`config.mk`:
```
export PLATFORM = sky130hd
export DESIGN_NAME = td4_sequencer
export DESIGN_NICKNAME = d
export VERILOG_FILES = /design/src/rtl/td4_sequencer.sv
export SDC_FILE = /design/constraint.sdc
export NUM_CORES = 1
export LEC_CHECK = 0
export ABC_AREA = 1
export CORE_AREA = 8 8 143 145
export DETAILED_ROUTE_END_ITERATION = 7
export DIE_AREA = 0 0 151 153
export GPL_ROUTABILITY_DRIVEN = 0
export GPL_TIMING_DRIVEN = 1
export PLACE_DENSITY = 0.64
export SYNTH_ARGS = -nofsm -noshare
export SYNTH_HDL_FRONTEND = slang
export SYNTH_SLANG_ARGS = --single-unit
```
`constraint.sdc`:
```
create_clock -name i_clk -period 6 [get_ports i_clk]
set_clock_uncertainty 0.15 [all_clocks]
set_input_delay 0.9 -clock i_clk [delete_from_list [all_inputs] [get_ports i_clk]]
set_output_delay 0.9 -clock i_clk [all_outputs]
set_load 0.03 [all_outputs]
```
`src/rtl/td4_sequencer.sv`:
```
// rtl/td4_sequencer.sv - TD4 program store with byte-stream loader and run/step execution gate
module td4_sequencer (
    input  logic       i_clk,
    input  logic       i_rst,
    input  logic       i_load_start,
    input  logic       i_load_valid,
    input  logic [7:0] i_load_data,
    output logic       o_load_ready,
    input  logic       i_run,
    input  logic       i_step,
    input  logic [3:0] i_pc,
    output logic [3:0] o_opcode,
    output logic [3:0] o_immediate,
    output logic       o_cpu_en,
    output logic       o_loaded,
    output logic [1:0] o_state,
    output logic [7:0] o_icount
);

    typedef enum logic [1:0] {
        ST_IDLE = 2'd0,
        ST_LOAD = 2'd1,
        ST_RUN  = 2'd2,
        ST_STEP = 2'd3
    } state_t;

    state_t     r_state;
    state_t     w_next_state;

    logic [7:0] r_mem [16];
    logic [3:0] r_addr;
    logic       r_loaded;
    logic [7:0] r_icount;
    logic       r_step_q;

    logic       w_step_edge;
    logic       w_accept;
    logic       w_last_byte;
    logic       w_enter_load;
    logic [7:0] w_rd_byte;

    assign w_step_edge  = i_step & ~r_step_q;
    assign w_accept     = (r_state == ST_LOAD) & i_load_valid;
    assign w_last_byte  = w_accept & (r_addr == 4'd15);
    assign w_enter_load = (r_state != ST_LOAD) & (w_next_state == ST_LOAD);

    assign w_rd_byte    = r_mem[i_pc];
    assign o_opcode     = w_rd_byte[7:4];
    assign o_immediate  = w_rd_byte[3:0];
    assign o_load_ready = (r_state == ST_LOAD);
    assign o_cpu_en     = (r_state == ST_RUN) | (r_state == ST_STEP);
    assign o_loaded     = r_loaded;
    assign o_state      = r_state;
    assign o_icount     = r_icount;

    // STEP never samples load_start; a step is always a single enabled cycle.
    always_comb begin
        w_next_state = r_state;
        case (r_state)
            ST_LOAD: begin
                if (w_last_byte) w_next_state = ST_IDLE;
            end
            ST_IDLE: begin
                if (i_load_start)     w_next_state = ST_LOAD;
                else if (i_run)       w_next_state = ST_RUN;
                else if (w_step_edge) w_next_state = ST_STEP;
            end
            ST_RUN: begin
                if (i_load_start) w_next_state = ST_LOAD;
                else if (!i_run)  w_next_state = ST_IDLE;
            end
            ST_STEP: begin
                w_next_state = ST_IDLE;
            end
            default: w_next_state = ST_LOAD;
        endcase
    end

    always_ff @(posedge i_clk or posedge i_rst) begin
        if (i_rst) begin
            r_state <= ST_LOAD;
        end else begin
            r_state <= w_next_state;
        end
    end

    always_ff @(posedge i_clk or posedge i_rst) begin
        if (i_rst) begin
            for (int i = 0; i < 16; i++) begin
                r_mem[i] <= 8'h00;
            end
        end else if (w_accept) begin
            r_mem[r_addr] <= i_load_data;
        end
    end

    // A reload restarts the image and the retired count; memory keeps stale bytes.
    always_ff @(posedge i_clk or posedge i_rst) begin
        if (i_rst) begin
            r_addr   <= 4'd0;
            r_loaded <= 1'b0;
            r_icount <= 8'd0;
            r_step_q <= 1'b0;
        end else begin
            r_step_q <= i_step;
            if (w_enter_load) begin
                r_addr   <= 4'd0;
                r_loaded <= 1'b0;
                r_icount <= 8'd0;
            end else begin
                if (w_accept) begin
                    r_addr <= r_addr + 4'd1;
                end
                if (w_last_byte) begin
                    r_loaded <= 1'b1;
                end
                if (o_cpu_en) begin
                    r_icount <= r_icount + 8'd1;
                end
            end
        end
    end

endmodule

```
# After elaboration in Yosys (flattened, before gate mapping)
# Cells that the tools add are included.
# totals
mem_count	0
latchBits	0
output_inout_bits	21
rom_bits	0
elab_cells	64
register_bits	144
input_bits	18
mem_bits_rw	0
# op_classes
n_mux	19
bitwise	8
div	0
n_eq_ne	6
n_shift	0
magnitude_cmp	3
n_addsub	2
n_reduce_logical	5
n_mul	0
# op_table
operator	count
128-bit bitwise mux	1
8-bit two-way mux	5
8-bit binary-select mux with 4-bit select	1
8-bit demux with 4-bit select	1
2-bit two-way mux	6
5-bit greater-or-equal comparator, second input constant	2
4-bit inverter with 5-bit output	2
8-bit by 1-bit adder with 8-bit output, second input constant	1
4-bit two-way mux	2
2-bit one-hot mux with 4 select lines	1
2-bit nonzero test	3
5-bit by 1-bit < comparator with 1-bit output, second input constant	1
4-bit by 1-bit adder with 4-bit output, second input constant	1
1-bit bitwise AND	4
2-bit by 1-bit == test with 1-bit output, second input constant	2
2-bit == test, second input constant	2
4-bit == test, second input constant	1
2-bit zero test	1
1-bit two-way mux	2
2-bit by 1-bit != test with 1-bit output, second input constant	1
1-bit logical AND	1
1-bit inverter	1
1-bit OR	1

# Longest topological paths before layout
# Gate-level depths: netlist (run 1).
# logic_depth
depth_word	9
mapped_depth	9
mapped_depth_nobuf	8

# Least setup slack after synthesis (run 1)
# No wires, ideal clock.
# synth_path
path_kind	input to output
start	input port i_pc[1]
end	output port o_immediate[3]
arrival_ps	1893
slack_ps	3057
stages	7
n_path_buf	2
required_time_ps	4950
cell_sequence	clkbuf_1 > inv_1 > clkbuf_1 > nand3_1 > nand3_1 > nand3_1 > nand2_1
# synth_via
elab_chain_len	4
# synth_lines
element	line_no	source
from (decl)	11	input logic [3:0] i_pc,
4-bit inverter with 5-bit output (implied by the code)	47	assign w_rd_byte = r_mem[i_pc];
8-bit binary-select mux with 4-bit select	47	
8-bit two-way mux (implied by the code) (2 in series)	47	
to (decl)	13	output logic [3:0] o_immediate,
# Every way passes these cells. The select of a mux whose other input is x is not followed.

# Worst setup path after layout (run 1)
# layout_path
start	input port i_pc[2]
end	output port o_immediate[2]
# Same word-level chain as after synthesis.

==> results of run 1 <==
-- flip-flops by register name (all words and copies together) (netlist names) --
signal	cells
r_mem	128
o_icount	8
r_addr	4
o_state	2
o_loaded	1
r_step_q	1
-- cell type report --
type | count | area share
sequential | 144 | 0.440
tap | 234 | 0.0358
multi-input combinational | 603 | 0.339
clock buffer | 20 | 0.0546
clock inverter | 11 | 0.0113
inverter | 147 | 0.0689
timing repair buffer | 43 | 0.0504
-- cell usage after synthesis, types with 3 or more instances --
cell type	instances
inv_2	3
buf_2	15
nand2_1	307
buf_4	7
o21ai_1	36
dfrtp_1	143
a21oi_1	3
inv_1	141
nor2_1	15
nor2_4	11
nand3_2	3
clkbuf_1	28
o21ai_0	96
nand4_1	5
nand2_2	4
nand3_1	111
ha_1	5
-- cells in the final DEF (no fill, tap or decap) --
cell type	count
a21oi_1	3
buf_4	5
nor2_2	1
dfrtp_1	143
o21ai_0	96
nor2_1	15
o21ai_1	36
buf_2	1
nand2_2	4
clkinv_2	6
xor2_1	1
nand3_1	111
inv_6	1
clkbuf_8	1
nor2_4	11
nand3_4	1
clkinvlp_4	2
inv_4	1
o211ai_1	1
nand3_2	3
clkinv_4	3
clkbuf_16	17
clkinv_1	1
ha_1	5
xnor2_1	1
bufinv_16	1
inv_1	140
nor3b_1	1
nand2_1	307
nand4_1	5
clkbuf_1	2
dfstp_2	1
nor3_1	1
inv_2	3
clkdlybuf4s50_1	37
-- per-stage QoR --
step                      total power (uW)  hold slack [ps]  area (um2)
after global placement                2430              316        7650
final                                 3420              333        8190
after CTS                             3450              338        8190
after global routing                  3680              349        8190
after floorplan                       2190              303        7170
after detailed placement              2450              323        7650
-- power by group through the flow --
stage / combinational (uW) / sequential, uW / clock (uW)
finish: 963 / 1480 / 985
global route: 1120 / 1520 / 1040
CTS: 974 / 1470 / 1000
detailed placement: 966 / 1490 / 0
global placement: 949 / 1480 / 0
floorplan: 711 / 1480 / 0
-- cell families (layout without fill, tap and decap cells) --
group,count (synthesis),after routing,synth area share
and+or+nand+nor,460,460,0.280
buffers and inverters,198,221,0.111
DFF,144,144,0.502
AOI/OAI and AO/OA,136,136,0.0952
adders and majority gates,5,5,0.00872
xor gates and xnor gates,2,2,0.00244
-- layer usage --
layer	vias up	routed length, um	track usage
met3	36	894	0.0390
met1	2854	8490	0.226
li1	2960	-	-
met4	0	487	0.0651
met5	-	0	0
met2	149	8560	0.268
-- worst paths after layout --
check	start	endpoint	slack, ps	cells after the start
max in group asynchronous	i_rst	r_mem[101]	3680	3
worst max register to register	o_state[1]	r_mem[1]	4140	6
worst min register to register	r_mem[114]	r_mem[114]	330	2
worst max-delay path	i_pc[2]	o_immediate[2]	1380	6
min in group asynchronous	i_rst	r_mem[82]	880	2
worst min-delay path	r_mem[114]	r_mem[114]	330	2
-- worst max-delay path: cells and delay by family --
kind	cells	cell delay (ps)
buffers and inverters	3	2180
and+or+nand+nor	3	470
==> metrics.log, run 1 <==
[metrics] cell chain of the critical path: clkdlybuf4s50_1 -> inv_1 -> nand3_1 -> nand3_1 -> nand2_1 -> clkdlybuf4s50_1
[metrics] hpwl dp: 12,100 um
[metrics] clock latency at the later pin of the worst-skew pair: roughly 420 ps
[metrics] count of max-cap constraint violations: 0
[metrics] syn_area_per_cell: approximately 7.6 um2
[metrics] slack of the critical path: approximately 1400 ps
[metrics] largest cells by area after synthesis: dfrtp_1, nand2_1, nand3_1, inv_1, o21ai_0
[metrics] asr flop ratio synth: 1.00
[metrics] setup TNS: 0 ps
[metrics] Root Buffer: clkbuf_16
[metrics] gate count after technology mapping: approximately 950
[metrics] required time of the worst setup path: around 5000 ps
[metrics] antenna viol nets, final: 0
[metrics] global-route congestion overflow total: 0
[metrics] vias per cell: 4.99
[metrics] number of antenna violations at the first check in global routing: 0
[metrics] final count of negative-setup-slack endpoints: 0
[metrics] Final Net Count: between 900 and 1k
[metrics] Die H: around 150 um
[metrics] first-iteration detailed-routing DRC count: 454
[metrics] logic gate share of total power: 0.281
[metrics] clock period minus worst slack: 4620 ps
[metrics] Main synth FF type: dfrtp_1
[metrics] H-tree level count: 4
[metrics] worst min-delay path category: register to register
[metrics] number of cells after detailed placement: 1,171
[metrics] clock net sink count: 144
[metrics] Seq pwr share: 0.431
[metrics] worst relative slew slack: 0.392
[metrics] Pre-Repair DR Iteration Count: 5
[metrics] setup repair after global routing missed its margin: false
[metrics] sequential element share of the synthesized area: 0.502
[metrics] type of the worst setup path: input port to output pin
[metrics] final routed DRC violation total: 0
[metrics] P_int: 2240 uW
[metrics] area leader, netlist: dfrtp_1
[metrics] quantity of I/O buffers inserted on ports: 38
[metrics] initial standard-cell utilization of the core: 0.393
[metrics] Net Sw Power: 1180 uW
[metrics] multi-input logic area: between 2000 and 3000 um2
[metrics] slew at the pin with the worst max-slew slack: 913 ps
[metrics] gr usage total: 0.172
[metrics] TritonCTS clock tree: yes
[metrics] horizontal die dimension: between 150 and 200 um
[metrics] number of fill cells: ~1.8k
[metrics] share of power burned in the clock network: 0.288
[metrics] switching portion of total power: 0.346
[metrics] pre-CTS worst setup slack: 1460 ps
[metrics] Power per Cell Area: between 400 and 500 nW/um2
[metrics] Util after Layout: 0.448
[metrics] hold violation count in the final report: 0
[metrics] pin count of the biggest net entering global routing: 99
[metrics] cts repair resizes: 0
[metrics] nature of the critical path startpoint: input port
[metrics] longest individual stage delay on the worst path: 950 ps
[metrics] standard cell with the maximum stage delay on the critical path: clkdlybuf4s50_1
[metrics] maximum clock insertion buffer count: 2
[metrics] Worst EP arrival: between 3000 and 4000 ps
[metrics] standard-cell rows: 50
[metrics] core area: between 15,000 and 20,000 um2
[metrics] number of primary I/O pins: 39
[metrics] TritonCTS buffer count: 17
[metrics] fraction of final layout cells sized beyond drive strength 1: 0.0640
[metrics] Max Clock Freq: approximately 220 MHz
[metrics] post-route fraction of the period consumed by the critical path: 0.770
[metrics] clock slew seen by the registers of the worst setup and hold paths: about 60 ps
[metrics] area of the mapped netlist: 7170 um2
[metrics] register area: 3600 um2
[metrics] Critical Path Fanout Max: 17
[metrics] number of nets produced by synthesis: 968
[metrics] number of hold buffers added after CTS: 0
[metrics] Final Routed Wirelength: 18,400 um
[metrics] Wirelength per Cell: roughly 15 um
[metrics] synthesis-to-layout area growth: 14.1%
[metrics] Post-CTS Repair Setup Buffers: 0
[metrics] Die Footprint: approximately 23,000 um2
[metrics] count of different cell masters after synthesis: 29
[metrics] leakage dissipation: 0.00393 uW
[metrics] Worst IR Drop VDD: approximately 240 uV
[metrics] global-route wire length before repair: ~32,000 um
[metrics] run status: finished, final reports clean
[metrics] fraction of post-synthesis cell area in the top cell type by area: 0.499
[metrics] number of storage elements in the synthesis netlist: between 100 and 150
[metrics] total count of max-transition violations in the final report: 0
[metrics] fin cells: 1,202
[metrics] endpoint type of the worst setup path: output pin
[metrics] number of synthesized flops with an enable pin: 0
[metrics] number of global-route vias before repair: around 6k
[metrics] Yosys warning count: 0
[metrics] # diodes: 0
[metrics] Vias: approximately 6.0k
Note: power is estimated with default switching activity, not from simulation.
==> run 2: changes to the inputs <==
Settings changed: PLACE_DENSITY 0.64 to 0.66.
Clock period 6 ns to 4.06 ns, I/O delays scaled along.
==> run 2 against run 1 <==
Against the previous run: first-iteration DRC count is 21% lower; power is 53% higher; utilization is 0.51 points higher; critical path type unchanged; critical endpoint is now o_opcode[0]; highest routed layer unchanged.
==> metrics.log, run 2 (synthesized netlist as in run 1, its figures left out) <==
[metrics] first-iteration detailed-routing DRC count: 360
[metrics] fraction of final layout cells sized beyond drive strength 1: 0.0730
[metrics] hold slack: 332 ps
[metrics] met2 Use GR: 0.265
[metrics] Power per Cell Area: about 630 nW/um2
[metrics] number of fill cells: ~1.8k
[metrics] logic gate share of total power: 0.270
[metrics] P_int: approximately 3500 uW
[metrics] global-route congestion overflow total: 0
[metrics] standard-cell rows: 50
[metrics] register area: between 3000 and 4000 um2
[metrics] Util after Layout: 0.453
[metrics] flip-flop count of the largest register after layout: approximately 130
[metrics] endpoint type of the worst setup path: output pin
[metrics] met1 Use GR: 0.212
[metrics] Worst IR Drop VDD: around 320 uV
[metrics] synthesis-to-layout area growth: 15.4%
[metrics] Wirelength per Cell: roughly 15 um
[metrics] setup repair after global routing missed its margin: false
[metrics] share of power burned in the clock network: 0.312
[metrics] Die H: between 150 and 200 um
[metrics] number of primary I/O pins: 39
[metrics] leakage dissipation: between 0.003 and 0.004 uW
[metrics] Root Buffer: clkbuf_16
[metrics] number of hold buffers added after CTS: 0
[metrics] standard cell with the maximum stage delay on the critical path: inv_1
[metrics] count of max-cap constraint violations: 0
[metrics] multi-input logic area: 2770 um2
[metrics] TritonCTS buffer count: 17
[metrics] final count of negative-setup-slack endpoints: 0
[metrics] Reg with most FFs: r_mem
[metrics] power consumption: 5230 uW
[metrics] number of global-route vias before repair: between 5k and 6k
[metrics] most used cells in the layout excluding fill and tap cells: nand2_1, dfrtp_1, inv_1, nand3_1, o21ai_0
[metrics] Pre-Repair DR Iteration Count: 5
[metrics] type of the worst setup path: input port to output pin
[metrics] maximum clock insertion buffer count: 2
[metrics] worst min-delay path category: register to register
[metrics] gate family responsible for the most delay along the worst path: buffers and inverters
[metrics] launch instance of the worst register-to-register path: o_state[1]
[metrics] fin cells: 1,206
[metrics] hpwl dp: 11,800 um
[metrics] most frequent standard cell in the layout excluding fill and tap cells: nand2_1
[metrics] Critical Path Fanout Max: 17
[metrics] Final Routed Wirelength: 17,900 um
[metrics] Crit path depth: 7
[metrics] Seq pwr share: 0.418
[metrics] initial standard-cell utilization of the core: 0.393
[metrics] post-route fraction of the period consumed by the critical path: 0.772
[metrics] gr usage total: 0.163
[metrics] Worst EP arrival: approximately 2400 ps
[metrics] cell chain of the critical path: clkdlybuf4s50_1 -> buf_4 -> inv_1 -> nand3_1 -> nand3_1 -> nand2_1 -> buf_4
[metrics] Final Net Count: about 1,000
[metrics] Vias: ~5.9k
[metrics] number of cells after detailed placement: ~1.2k
[metrics] pin count of the biggest net entering global routing: about 150
[metrics] antenna viol nets, final: 0
[metrics] Net Sw Power: around 1700 uW
[metrics] total count of max-transition violations in the final report: 0
[metrics] Crit Reg-Reg Endpoint: r_mem[0]
[metrics] nature of the critical path startpoint: input port
[metrics] Max Clock Freq: roughly 320 MHz
[metrics] Post-CTS Repair Setup Buffers: 0
[metrics] setup TNS: 0 ps
[metrics] fraction of met3 tracks used by global routing: 0.0366
[metrics] number of buffer and inverter instances along the worst setup path: 4
[metrics] slew at the pin with the worst max-slew slack: 781 ps
[metrics] switching portion of total power: 0.333
[metrics] clock period minus worst slack: about 3100 ps
[metrics] # diodes: 0
[metrics] required time of the worst setup path: between 3000 and 4000 ps
[metrics] H-tree level count: 4
[metrics] slack of the worst reg-to-reg path: between 2000 and 2500 ps
[metrics] hold violation count in the final report: 0
[metrics] core area: approximately 18,000 um2
[metrics] cells on worst reg2reg path: 6
[metrics] clock slew seen by the registers of the worst setup and hold paths: 60 ps
[metrics] run status: finished, final reports clean
[metrics] capturing element of the worst setup path: o_opcode[0]
[metrics] number of antenna violations at the first check in global routing: 0
[metrics] global-route wire length before repair: between 30,000 and 40,000 um
[metrics] worst relative slew slack: 0.479
[metrics] horizontal die dimension: approximately 150 um
[metrics] final routed DRC violation total: 0
[metrics] Setup crit start: i_pc[2]
[metrics] cts repair resizes: 0
[metrics] clock latency at the later pin of the worst-skew pair: around 420 ps
[metrics] quantity of I/O buffers inserted on ports: 38
[metrics] longest individual stage delay on the worst path: 490 ps
[metrics] TritonCTS clock tree: yes
[metrics] vias per cell: 4.91
[metrics] clock net sink count: ~140
[metrics] busiest layer in global routing: met2
[metrics] Die Footprint: approximately 23,000 um2
-- run 2: changes by cell type in the layout (fill, tap and decap cells not counted), moves of 2 or more --
cell,delta
clkbuf_1,+3
bufinv_16,+3
buf_4,+9
clkdlybuf4s50_1,-8
buf_12,+2
clkinv_2,-4
-- run 2: final cells by class --
class | count | area share
Clock inverter | 10 | 0.0196
Tap cell | 234 | 0.0354
Timing Repair Buffer | 46 | 0.0532
Multi-Input combinational cell | 603 | 0.335
Clock buffer | 22 | 0.0536
Inverter | 147 | 0.0680
Sequential cell | 144 | 0.435
-- run 2: per-layer routing --
layer | vias to the layer above | wire (um)
li1 | 2962 | -
met1 | 2815 | 8210
met4 | 0 | 260
met3 | 21 | 825
met2 | 129 | 8610
met5 | - | 0
-- run 2: tightest hold or removal path, delay by kind of cell, from the launching register on --
kind               cells  cell delay (ps)
AOI/OAI and AO/OA      1               50
DFF                    1              340
and+or+nand+nor        1               50
-- run 2: metrics by stage --
stage	area, um2	worst slack (ps)
after detailed placement	7670	950
after CTS	8280	948
after global routing	8280	857
final	8280	925
after floorplan	7180	1500
after global placement	7670	991
-- run 2: worst min-delay path by stage --
stage / from / end / slack (ps) / cells after the start
5_1_grt: r_mem[112] / r_mem[112] / 350 / 2
3_5_place_dp: r_mem[124] / r_mem[124] / 320 / 2
2_1_floorplan: r_mem[106] / r_mem[106] / 300 / 2
4_1_cts: r_mem[124] / r_mem[124] / 340 / 2
6_report: r_mem[104] / r_mem[104] / 330 / 2
3_3_place_gp: r_mem[124] / r_mem[124] / 320 / 2
-- run 2: power by group through the flow --
stage                     clock network [uW]  logic [uW]  registers (uW)
after floorplan                            0        1050            2180
after global placement                     0        1390            2190
after detailed placement                   0        1410            2200
after CTS                               1650        1430            2190
after global routing                    1720        1640            2240
final                                   1630        1410            2190
==> run 3: changes to the inputs <==
Settings changed: PLACE_DENSITY 0.66 to 0.64.
Clock period 4.06 ns to 3.05 ns, I/O delays scaled along.
==> run 3 against run 2 <==
Against the previous run: clock power grew 42%; largest power group unchanged; utilization grew 0.73 points; cell count grew 0.50%; critical endpoint is now o_immediate[2]; worst hold slack lost 49 ps; routed wire length grew 2.0%; cell area grew 1.6%; global-route usage grew 0.57 points; setup slack lost 480 ps; sequential share of layout area shrank 0.69 points; flip-flop and latch count is the same; sequential power grew 33%; combinational power grew 35%.
==> metrics.log, run 3 (synthesized netlist as in run 1, its figures left out) <==
[metrics] number of antenna violations at the first check in global routing: 0
[metrics] Pre-Repair DR Iteration Count: 5
[metrics] number of hold buffers added after CTS: 0
[metrics] setup TNS: 0 ps
[metrics] post-route fraction of the period consumed by the critical path: 0.854
[metrics] hold violation count in the final report: 0
[metrics] Util after Layout: 0.461
[metrics] longest individual stage delay on the worst path: around 520 ps
[metrics] Die H: 153 um
[metrics] number of primary I/O pins: 39
[metrics] synthesis-to-layout area growth: 17.3%
[metrics] most frequent standard cell in the layout excluding fill and tap cells: nand2_1
[metrics] flip-flop count of the largest register after layout: ~130
[metrics] horizontal die dimension: between 150 and 200 um
[metrics] clock latency at the later pin of the worst-skew pair: ~420 ps
[metrics] number of global-route vias before repair: approximately 5.9k
[metrics] Final Net Count: 988
[metrics] Reg with most FFs: r_mem
[metrics] cts repair resizes: 0
[metrics] run status: finished, final reports clean
[metrics] core area: around 18,000 um2
[metrics] # diodes: 0
[metrics] leakage dissipation: 0.00406 uW
[metrics] pin count of the biggest net entering global routing: 66
[metrics] type of the worst setup path: input port to output pin
[metrics] nature of the critical path startpoint: input port
[metrics] final count of negative-setup-slack endpoints: 0
[metrics] clock net sink count: 144
[metrics] hpwl dp: roughly 12,000 um
[metrics] initial standard-cell utilization of the core: 0.393
[metrics] required time of the worst setup path: between 2000 and 2500 ps
[metrics] clock period minus worst slack: 2600 ps
[metrics] vias per cell: between 4 and 5
[metrics] global-route congestion overflow total: 0
[metrics] antenna viol nets, final: 0
[metrics] count of max-cap constraint violations: 0
[metrics] worst relative slew slack: 0.542
[metrics] total count of max-transition violations in the final report: 0
[metrics] endpoint type of the worst setup path: output pin
[metrics] Worst IR Drop VDD: 367 uV
[metrics] Die Footprint: around 23,000 um2
[metrics] cell chain of the critical path: clkdlybuf4s50_1 -> buf_4 -> nand3_1 -> nand3_1 -> nand3_1 -> nand2_1 -> buf_12
[metrics] worst min-delay path category: input port to async pin
[metrics] most used cells in the layout excluding fill and tap cells: nand2_1, dfrtp_1, inv_1, nand3_1, o21ai_0
[metrics] setup repair after global routing missed its margin: false
[metrics] fraction of final layout cells sized beyond drive strength 1: 0.0818
[metrics] Post-CTS Repair Setup Buffers: 0
[metrics] Critical Path Fanout Max: 32
[metrics] TritonCTS clock tree: yes
[metrics] first-iteration detailed-routing DRC count: 402
[metrics] Root Buffer: clkbuf_16
[metrics] H-tree level count: 4
[metrics] TritonCTS buffer count: 17
[metrics] number of buffer and inverter instances along the worst setup path: 3
[metrics] Power per Cell Area: 848 nW/um2
[metrics] Final Routed Wirelength: 18,300 um
[metrics] quantity of I/O buffers inserted on ports: 38
[metrics] Max Clock Freq: 384 MHz
[metrics] library cell appearing most often on the critical path: nand3_1
[metrics] standard-cell rows: 50
[metrics] gate family responsible for the most delay along the worst path: buffers and inverters
[metrics] Vias: 5,982
[metrics] global-route wire length before repair: around 31,000 um
[metrics] clock slew seen by the registers of the worst setup and hold paths: 60 ps
[metrics] Wirelength per Cell: 15.1 um
[metrics] slew at the pin with the worst max-slew slack: between 600 and 700 ps
[metrics] power consumption: just over 7000 uW
[metrics] number of fill cells: 1,825
[metrics] standard cell with the maximum stage delay on the critical path: clkdlybuf4s50_1
[metrics] Worst EP arrival: approximately 2000 ps
[metrics] maximum clock insertion buffer count: 2
[metrics] final routed DRC violation total: 0
[metrics] gr usage total: 0.169
[run 3: cell types whose count changed in the layout (fill, tap and decap cells not counted)]
| cell | delta |
|---|---|
| buf_4 | +3 |
| clkbuf_8 | +3 |
| buf_12 | +3 |
| clkinv_2 | +1 |
| bufinv_16 | +1 |
| clkinvlp_4 | -2 |
| clkbuf_1 | -3 |
[run 3: cell type report]
| class | count | area (um2) | share of cell area |
|---|---|---|---|
| sequential | 144 | 3600 | 0.428 |
| multi-input combinational | 603 | 2770 | 0.330 |
| tap | 234 | 293 | 0.0348 |
| inverter | 147 | 563 | 0.0669 |
| clock buffer | 22 | 474 | 0.0564 |
| clock inverter | 10 | 183 | 0.0217 |
| timing repair buffer | 52 | 523 | 0.0622 |
[run 3: worst paths after layout]
| check | start | endpoint | slack (ps) | cells past startpoint |
|---|---|---|---|---|
| setup / recovery | i_pc[1] | o_immediate[2] | 450 | 7 |
| hold / removal | i_rst | r_mem[102] | 280 | 2 |
| setup reg to reg | o_state[1] | r_mem[0] | 1170 | 6 |
| hold reg to reg | r_mem[98] | r_mem[98] | 330 | 2 |
| max in group asynchronous | i_rst | o_state[0] | 1740 | 3 |
| min in group i_clk | r_mem[98] | r_mem[98] | 330 | 2 |
[run 3: report_power, final]
group | total (uW) | internal [uW] | leakage (uW) | switching [uW]
clock | 2320 | 1520 | 0.000324 | 803
combinational | 1900 | 679 | 0.00211 | 1220
sequential | 2920 | 2610 | 0.00163 | 305
[run 3: worst reg2reg max path, stage by stage, from the launching register on]
cell,delay (ps)
dfrtp_1,490
inv_4,130
nand3_4,120
nor2_4,150
nand2_1,420
nand2_1,190
o21ai_1,80
[run 3: per-layer routing]
metal / GRT usage / share of wire
met3: 0.0416 / 0.051
met2: 0.270 / 0.48
met4: 0.0438 / 0.015
met1: 0.223 / 0.45
met5: 0 / 0
[run 3: through the flow]
step / setup WS, ps / area [um2] / hold slack [ps] / cells
2_1_floorplan: 638 / 7180 / 303 / 945
3_3_place_gp: 485 / 7760 / 316 / 1180
3_5_place_dp: 464 / 7760 / 323 / 1180
4_1_cts: 465 / 8410 / 291 / 1212
5_1_grt: 370 / 8410 / 332 / 1212
6_report: 446 / 8410 / 283 / 1212
